===== src/rtl/hilo_muldiv_pkg.sv =====
// Shared definitions for the HI/LO multiply/divide unit: operation selects,
// controller state encodings and small arithmetic helpers.
package hilo_muldiv_pkg;

    typedef enum logic [1:0] {
        OP_MULT  = 2'b00,
        OP_MULTU = 2'b01,
        OP_DIV   = 2'b10,
        OP_DIVU  = 2'b11
    } op_e;

    typedef enum logic [1:0] {
        S_IDLE = 2'b00,
        S_DIV  = 2'b01,
        S_FIN  = 2'b10
    } state_e;

    localparam logic [4:0] LAST_ITER = 5'd31;

    // Magnitude of a word; 0x80000000 maps onto itself, which the divider
    // treats correctly as an unsigned 2^31.
    function automatic logic [31:0] absVal(input logic [31:0] value, input logic signedOp);
        return (signedOp && value[31]) ? (~value + 32'd1) : value;
    endfunction

    function automatic logic [31:0] negateIf(input logic [31:0] value, input logic neg);
        return neg ? (~value + 32'd1) : value;
    endfunction

endpackage


===== src/rtl/hilo_muldiv_if.sv =====
// Pipeline-side bundle of the HI/LO unit: MTHI/MTLO writes, operation
// requests, flush, and the stall/completion/HI/LO results.
interface hilo_muldiv_if;

    logic        hi_we;
    logic        lo_we;
    logic [31:0] wdata;
    logic        op_start;
    logic [1:0]  op_sel;
    logic [31:0] src_a;
    logic [31:0] src_b;
    logic        flush;
    logic        busy;
    logic        done;
    logic [31:0] hi_o;
    logic [31:0] lo_o;

    modport master (
        output hi_we, lo_we, wdata, op_start, op_sel, src_a, src_b, flush,
        input  busy, done, hi_o, lo_o
    );

    modport slave (
        input  hi_we, lo_we, wdata, op_start, op_sel, src_a, src_b, flush,
        output busy, done, hi_o, lo_o
    );

endinterface


===== src/rtl/hilo_muldiv_div_core.sv =====
// Iterative restoring divider: operands are latched as magnitudes, one
// quotient bit is produced per step, and signs are restored on the outputs.
module div_core
    import hilo_muldiv_pkg::*;
(
    input  logic        clk,
    input  logic        rst,
    input  logic        load_i,
    input  logic        step_i,
    input  logic        signed_i,
    input  logic [31:0] dividend_i,
    input  logic [31:0] divisor_i,
    output logic [31:0] quotient_o,
    output logic [31:0] remainder_o
);

    logic [32:0] rem_q, rem_d;
    logic [31:0] quo_q, quo_d;
    logic [31:0] dsr_q, dsr_d;
    logic        negQuo_q, negQuo_d;
    logic        negRem_q, negRem_d;
    logic [33:0] shifted;
    logic [33:0] trial;

    // The quotient register starts out holding the dividend magnitude and
    // shifts its top bit into the partial remainder each step.
    always_comb begin
        rem_d    = rem_q;
        quo_d    = quo_q;
        dsr_d    = dsr_q;
        negQuo_d = negQuo_q;
        negRem_d = negRem_q;
        shifted  = {rem_q, quo_q[31]};
        trial    = shifted - {2'b00, dsr_q};

        if (load_i) begin
            rem_d    = '0;
            quo_d    = absVal(dividend_i, signed_i);
            dsr_d    = absVal(divisor_i, signed_i);
            negQuo_d = signed_i && (dividend_i[31] ^ divisor_i[31]);
            negRem_d = signed_i && dividend_i[31];
        end else if (step_i) begin
            if (!trial[33]) begin
                rem_d = trial[32:0];
                quo_d = {quo_q[30:0], 1'b1};
            end else begin
                rem_d = shifted[32:0];
                quo_d = {quo_q[30:0], 1'b0};
            end
        end
    end

    always_ff @(posedge clk or posedge rst) begin
        if (rst) begin
            rem_q    <= '0;
            quo_q    <= '0;
            dsr_q    <= '0;
            negQuo_q <= 1'b0;
            negRem_q <= 1'b0;
        end else begin
            rem_q    <= rem_d;
            quo_q    <= quo_d;
            dsr_q    <= dsr_d;
            negQuo_q <= negQuo_d;
            negRem_q <= negRem_d;
        end
    end

    assign quotient_o  = negateIf(quo_q, negQuo_q);
    assign remainder_o = negateIf(rem_q[31:0], negRem_q);

endmodule


===== src/rtl/hilo_muldiv.sv =====
// HI/LO register file with single-cycle multiply and a 32-cycle divide,
// sequenced by an IDLE/DIV/FIN controller that stalls the pipeline via busy.
module hilo_muldiv
    import hilo_muldiv_pkg::*;
(
    input  logic         clk,
    input  logic         rst,
    hilo_muldiv_if.slave bus
);

    state_e      state_q, state_d;
    logic [4:0]  count_q, count_d;
    logic [31:0] hi_q, hi_d;
    logic [31:0] lo_q, lo_d;
    logic        divZero_q, divZero_d;

    logic        startOk;
    logic        isDiv;
    logic        signedOp;
    logic [63:0] aExt, bExt, product;
    logic        divLoad, divStep;
    logic [31:0] quotient, remainder;
    logic        busy, done;

    assign startOk  = bus.op_start && !bus.flush;
    assign isDiv    = (bus.op_sel == OP_DIV) || (bus.op_sel == OP_DIVU);
    assign signedOp = (bus.op_sel == OP_MULT) || (bus.op_sel == OP_DIV);

    // Extending both operands to 64 bits lets one unsigned multiply serve
    // MULT and MULTU; the low 64 bits are the correct product either way.
    assign aExt    = signedOp ? {{32{bus.src_a[31]}}, bus.src_a} : {32'b0, bus.src_a};
    assign bExt    = signedOp ? {{32{bus.src_b[31]}}, bus.src_b} : {32'b0, bus.src_b};
    assign product = aExt * bExt;

    div_core u_div (
        .clk         (clk),
        .rst         (rst),
        .load_i      (divLoad),
        .step_i      (divStep),
        .signed_i    (signedOp),
        .dividend_i  (bus.src_a),
        .divisor_i   (bus.src_b),
        .quotient_o  (quotient),
        .remainder_o (remainder)
    );

    always_comb begin
        state_d   = state_q;
        count_d   = count_q;
        hi_d      = hi_q;
        lo_d      = lo_q;
        divZero_d = divZero_q;
        divLoad   = 1'b0;
        divStep   = 1'b0;
        busy      = 1'b0;
        done      = 1'b0;

        unique case (state_q)
            S_IDLE: begin
                count_d   = '0;
                divZero_d = 1'b0;
                if (startOk) begin
                    if (isDiv) begin
                        busy = 1'b1;
                        if (bus.src_b == 32'd0) begin
                            divZero_d = 1'b1;
                            state_d   = S_FIN;
                        end else begin
                            divLoad = 1'b1;
                            state_d = S_DIV;
                        end
                    end else begin
                        hi_d = product[63:32];
                        lo_d = product[31:0];
                    end
                end else if (!bus.op_start) begin
                    if (bus.hi_we) hi_d = bus.wdata;
                    if (bus.lo_we) lo_d = bus.wdata;
                end
            end

            S_DIV: begin
                busy = 1'b1;
                if (bus.flush) begin
                    state_d = S_IDLE;
                    count_d = '0;
                end else begin
                    divStep = 1'b1;
                    count_d = count_q + 5'd1;
                    if (count_q == LAST_ITER) state_d = S_FIN;
                end
            end

            S_FIN: begin
                busy    = 1'b1;
                state_d = S_IDLE;
                if (!bus.flush) begin
                    done = 1'b1;
                    if (!divZero_q) begin
                        hi_d = remainder;
                        lo_d = quotient;
                    end
                end
            end

            default: state_d = S_IDLE;
        endcase

        // While reset is held the accept path must not raise a stall.
        if (rst) begin
            busy = 1'b0;
            done = 1'b0;
        end
    end

    always_ff @(posedge clk or posedge rst) begin
        if (rst) begin
            state_q   <= S_IDLE;
            count_q   <= '0;
            hi_q      <= '0;
            lo_q      <= '0;
            divZero_q <= 1'b0;
        end else begin
            state_q   <= state_d;
            count_q   <= count_d;
            hi_q      <= hi_d;
            lo_q      <= lo_d;
            divZero_q <= divZero_d;
        end
    end

    assign bus.busy = busy;
    assign bus.done = done;
    assign bus.hi_o = hi_q;
    assign bus.lo_o = lo_q;

endmodule


===== src/flat_wrapper.sv =====
// flat-port wrapper written by rule: the top's interface ports become plain ports
module hilo_muldiv_flat import hilo_muldiv_pkg::*;
  (clk, rst, bus_hi_we, bus_lo_we, bus_wdata, bus_op_start, bus_op_sel, bus_src_a, bus_src_b, bus_flush, bus_busy, bus_done, bus_hi_o, bus_lo_o);
  hilo_muldiv_if bus_i ();
  input  logic clk;
  input  logic rst;
  input wire logic [$bits(bus_i.hi_we)-1:0] bus_hi_we;
  input wire logic [$bits(bus_i.lo_we)-1:0] bus_lo_we;
  input wire logic [$bits(bus_i.wdata)-1:0] bus_wdata;
  input wire logic [$bits(bus_i.op_start)-1:0] bus_op_start;
  input wire logic [$bits(bus_i.op_sel)-1:0] bus_op_sel;
  input wire logic [$bits(bus_i.src_a)-1:0] bus_src_a;
  input wire logic [$bits(bus_i.src_b)-1:0] bus_src_b;
  input wire logic [$bits(bus_i.flush)-1:0] bus_flush;
  output wire logic [$bits(bus_i.busy)-1:0] bus_busy;
  output wire logic [$bits(bus_i.done)-1:0] bus_done;
  output wire logic [$bits(bus_i.hi_o)-1:0] bus_hi_o;
  output wire logic [$bits(bus_i.lo_o)-1:0] bus_lo_o;
  assign bus_i.hi_we = bus_hi_we;
  assign bus_i.lo_we = bus_lo_we;
  assign bus_i.wdata = bus_wdata;
  assign bus_i.op_start = bus_op_start;
  assign bus_i.op_sel = bus_op_sel;
  assign bus_i.src_a = bus_src_a;
  assign bus_i.src_b = bus_src_b;
  assign bus_i.flush = bus_flush;
  assign bus_busy = bus_i.busy;
  assign bus_done = bus_i.done;
  assign bus_hi_o = bus_i.hi_o;
  assign bus_lo_o = bus_i.lo_o;
  hilo_muldiv u_core (.clk(clk), .rst(rst), .bus(bus_i));
endmodule

===== config.mk =====
export PLATFORM = sky130hd
export DESIGN_NAME = hilo_muldiv_flat
export DESIGN_NICKNAME = d
export VERILOG_FILES = /design/src/rtl/hilo_muldiv_pkg.sv /design/src/rtl/hilo_muldiv_if.sv /design/src/rtl/hilo_muldiv_div_core.sv /design/src/rtl/hilo_muldiv.sv /design/src/flat_wrapper.sv
export SDC_FILE = /design/constraint.sdc
export NUM_CORES = 2
export LEC_CHECK = 0
export BUFFER_PORTS_ARGS = -buffer_cell sky130_fd_sc_hd__buf_2
export CORE_ASPECT_RATIO = 0.9
export CORE_MARGIN = 8
export CORE_UTILIZATION = 50
export DETAILED_ROUTE_END_ITERATION = 7
export HOLD_SLACK_MARGIN = 0.08
export PLACE_DENSITY_LB_ADDON = 0.12
export SLEW_MARGIN = 20
export SYNTH_ARGS = -nofsm -noshare
export SYNTH_HDL_FRONTEND = slang
export SYNTH_SLANG_ARGS = --single-unit

===== constraint.sdc =====
create_clock -name clk -period 11.8 [get_ports clk]
set_clock_uncertainty 0.1 [all_clocks]
set_input_delay 2.36 -clock clk [delete_from_list [all_inputs] [get_ports clk]]
set_output_delay 2.36 -clock clk [all_outputs]
set_load 0.01 [all_outputs]

==> results.md <==
- R2R setup slack: 7.58 ns
- Initial DRT Pass Iterations: 6
- Top FF cell, synth: dfrtp_1
- CP max-delay cell: fa_1
- Final period utilization: 95.7%
- Share of flip-flops with an asynchronous set or reset: 100%
- # H-tree levels: 4
- Post-CTS Repair Setup Buffers: 0
- Max incr delay on CP: 0.55 ns
- Routability cong.: 0.979
- I/O Buffers: 169
- Root buf cell: clkbuf_16
- Die width: 382 µm
- Synthesized area: 60300 µm²
- Most frequent CP cell: fa_1
- EDFF count, synth: 0
- Mapped Cells: 6693
- Initial DRC count: 3352
- Hold buffer count at cts: 0
- Setup crit end kind: flip-flop
- Clock sink count: 171
- Routed Wire Length: 201 mm
- Crit path arrival time: 11.58 ns
- Least-Margin Pin Slew: 1.09 ns
- First-pass GRT wire length: 311 mm
- Fmax: 88.6 MHz
- Slew Limit Headroom: 27.2%
- RSZ-0062 raised after global routing: no
- Antenna Violating Nets Remaining: 0
- Vias per cell: 5.48
- Setup crit start kind: primary input
- Final setup violation count: 0
- Synth warn: 0
- WS Path Type: primary input to flip-flop
- Starting density of the core: 50.1%
- Residual DRC count: 0
- Drt wl/cell: 24.1 µm
- Total grt overflow: 0
- Cts repair resizes: 0
- Max-Cap Viols: 0
- Worst-path maximum fanout: 17
- Worst-Skew Late Latency: 0.46 ns
- Final worst path period need: 11.29 ns
- Sequential area share after synthesis: 7.10%
- Vias in the first global route: 49900
- Setup TNS: 0 ns
- CTS tree: built
- Post-layout nets: 8610
- Syn nets: 8568
- Layout cell share with drive strength beyond 1: 7.07%
- Clock slew at the register clock pins of the worst setup and hold paths: 0.06 ns
- Synth-to-layout area growth: 6.61%
- Crit path required time: 12.09 ns
- Fin. Hold Viols: 0
- CTS Buffer Depth: 2
- Core area: 120000 µm²
- Die area: 132000 µm²
- Die Y: 345 µm
- Avg Cell Area, Syn: 9.01 µm²
- Register bit count reported by yosys: 171
- Largest net degree at the start of global routing: 101
- Commonest non-fill, non-tap cell in the layout: inv_1
- Via Count: 45800
- Initial antenna violation count: 19
- Total Routing Usage GR: 30.9%
- TritonCTS Buffers: 17
- Most frequent cells in the layout: inv_1 (1570), fa_1 (1420), nand2_1 (770)
- Max-slew violations: 0
- Cell variety after synth: 72
- Status: finished clean
- # rows: 121
- Hpwl dp: 172 mm
- IO Pins: 170
- Hold WC Path Type: flip-flop to flip-flop
==> sequential cells by signal, indices dropped and copies added (netlist names) <==
name / flops
u_core.u_div.dsr_q: 32
u_core.bus.hi_o: 32
u_core.u_div.negQuo_q: 1
u_core.divZero_q: 1
u_core.count_q: 5
u_core.u_div.rem_q: 33
u_core.u_div.quo_q: 32
u_core.bus.lo_o: 32
u_core.u_div.negRem_q: 1
u_core.state_q: 2
==> worst max-delay path, delay by kind of cell <==
family,cells,cell delay [ns]
simple gates,5,1.25
fa+ha+maj,11,5.44
buf+inv,10,1.27
compound gates,6,1.23
==> metrics by stage <==
| stage | utilization, % | area [µm²] | hold WS (ns) | std cells | setup slack (ns) |
|---|---|---|---|---|---|
| finish | 53.4 | 64300 | 0.376 | 8358 | 0.509 |
| global route | 53.4 | 64300 | 0.393 | 8347 | 0.0882 |
| CTS | 53.4 | 64300 | 0.383 | 8346 | 0.495 |
| detailed placement | 52.9 | 63700 | 0.365 | 8315 | 0.0370 |
| global placement | 52.9 | 63700 | 0.361 | 8315 | 0.0687 |
| floorplan | - | 60300 | 0.352 | 6693 | 0.0888 |
==> cell usage after synthesis, types with 19 or more instances <==
master,instances,area [µm²]
inv_1,1571,5900
fa_1,1420,28400
nand2_1,771,2890
and2_1,596,3730
ha_1,351,4390
clkbuf_1,334,1250
a21oi_1,226,1130
o21ai_0,217,1090
dfrtp_1,171,4280
nor2_1,155,582
xnor2_1,151,1320
xor2_1,106,928
a31oi_1,52,325
nor3_1,41,205
nand3_1,37,185
a21o_1,36,270
mux2i_1,33,330
o31ai_1,33,248
buf_1,28,105
nand2b_1,27,169
nand4_1,24,150
a211oi_1,22,165
o21bai_1,22,165
o21a_1,20,150
o211ai_1,19,143
==> layer usage <==
metal	global-route usage, %	vias to the layer above	part of all wire (%)	routed length, µm
met2	51.2	1562	47	94800
met3	4.50	318	6.7	13400
met4	11.3	6	4.4	8820
met1	41.3	23900	42	83900
met5	0	-	0.015	30
li1	-	20000	-	-
==> area by class of cell <==
cell class / count / area [µm²]
Fill cell: 11400 / 56100
Multi-Input combinational cell: 4567 / 48700
Inverter: 1571 / 5900
Sequential cell: 171 / 4280
Timing Repair Buffer: 407 / 2810
Tap cell: 1599 / 2000
Clock buffer: 21 / 470
Clock inverter: 10 / 86.3
Antenna cell: 12 / 30.0
==> cell families after synthesis <==
group | share of synthesized area, %
buf+inv | 12.3
mux | 0.604
xor+xnor | 3.73
flops | 7.10
fa+ha+maj | 54.5
compound gates | 7.48
simple gates | 14.4
==> worst paths after layout <==
path / from / to / depth (start not counted)
worst max-delay path: bus_src_a[31] / u_core.bus.hi_o[31]$_DFFE_PP0P_ / 32
worst min-delay path: u_core.bus.lo_o[4]$_DFFE_PP0P_ / u_core.bus.lo_o[4]$_DFFE_PP0P_ / 2
worst max register to register: u_core.u_div.rem_q[0]$_DFFE_PP0P_ / u_core.u_div.rem_q[0]$_DFFE_PP0P_ / 12
worst min register to register: u_core.bus.lo_o[4]$_DFFE_PP0P_ / u_core.bus.lo_o[4]$_DFFE_PP0P_ / 2
max in group asynchronous: rst / u_core.u_div.quo_q[12]$_DFFE_PP0P_ / 3
min in group asynchronous: rst / u_core.bus.lo_o[9]$_DFFE_PP0P_ / 2
Power is left out: the tool's default activity adds up to more than one toggle a clock period on the data nets, which glitch-free logic cannot reach.
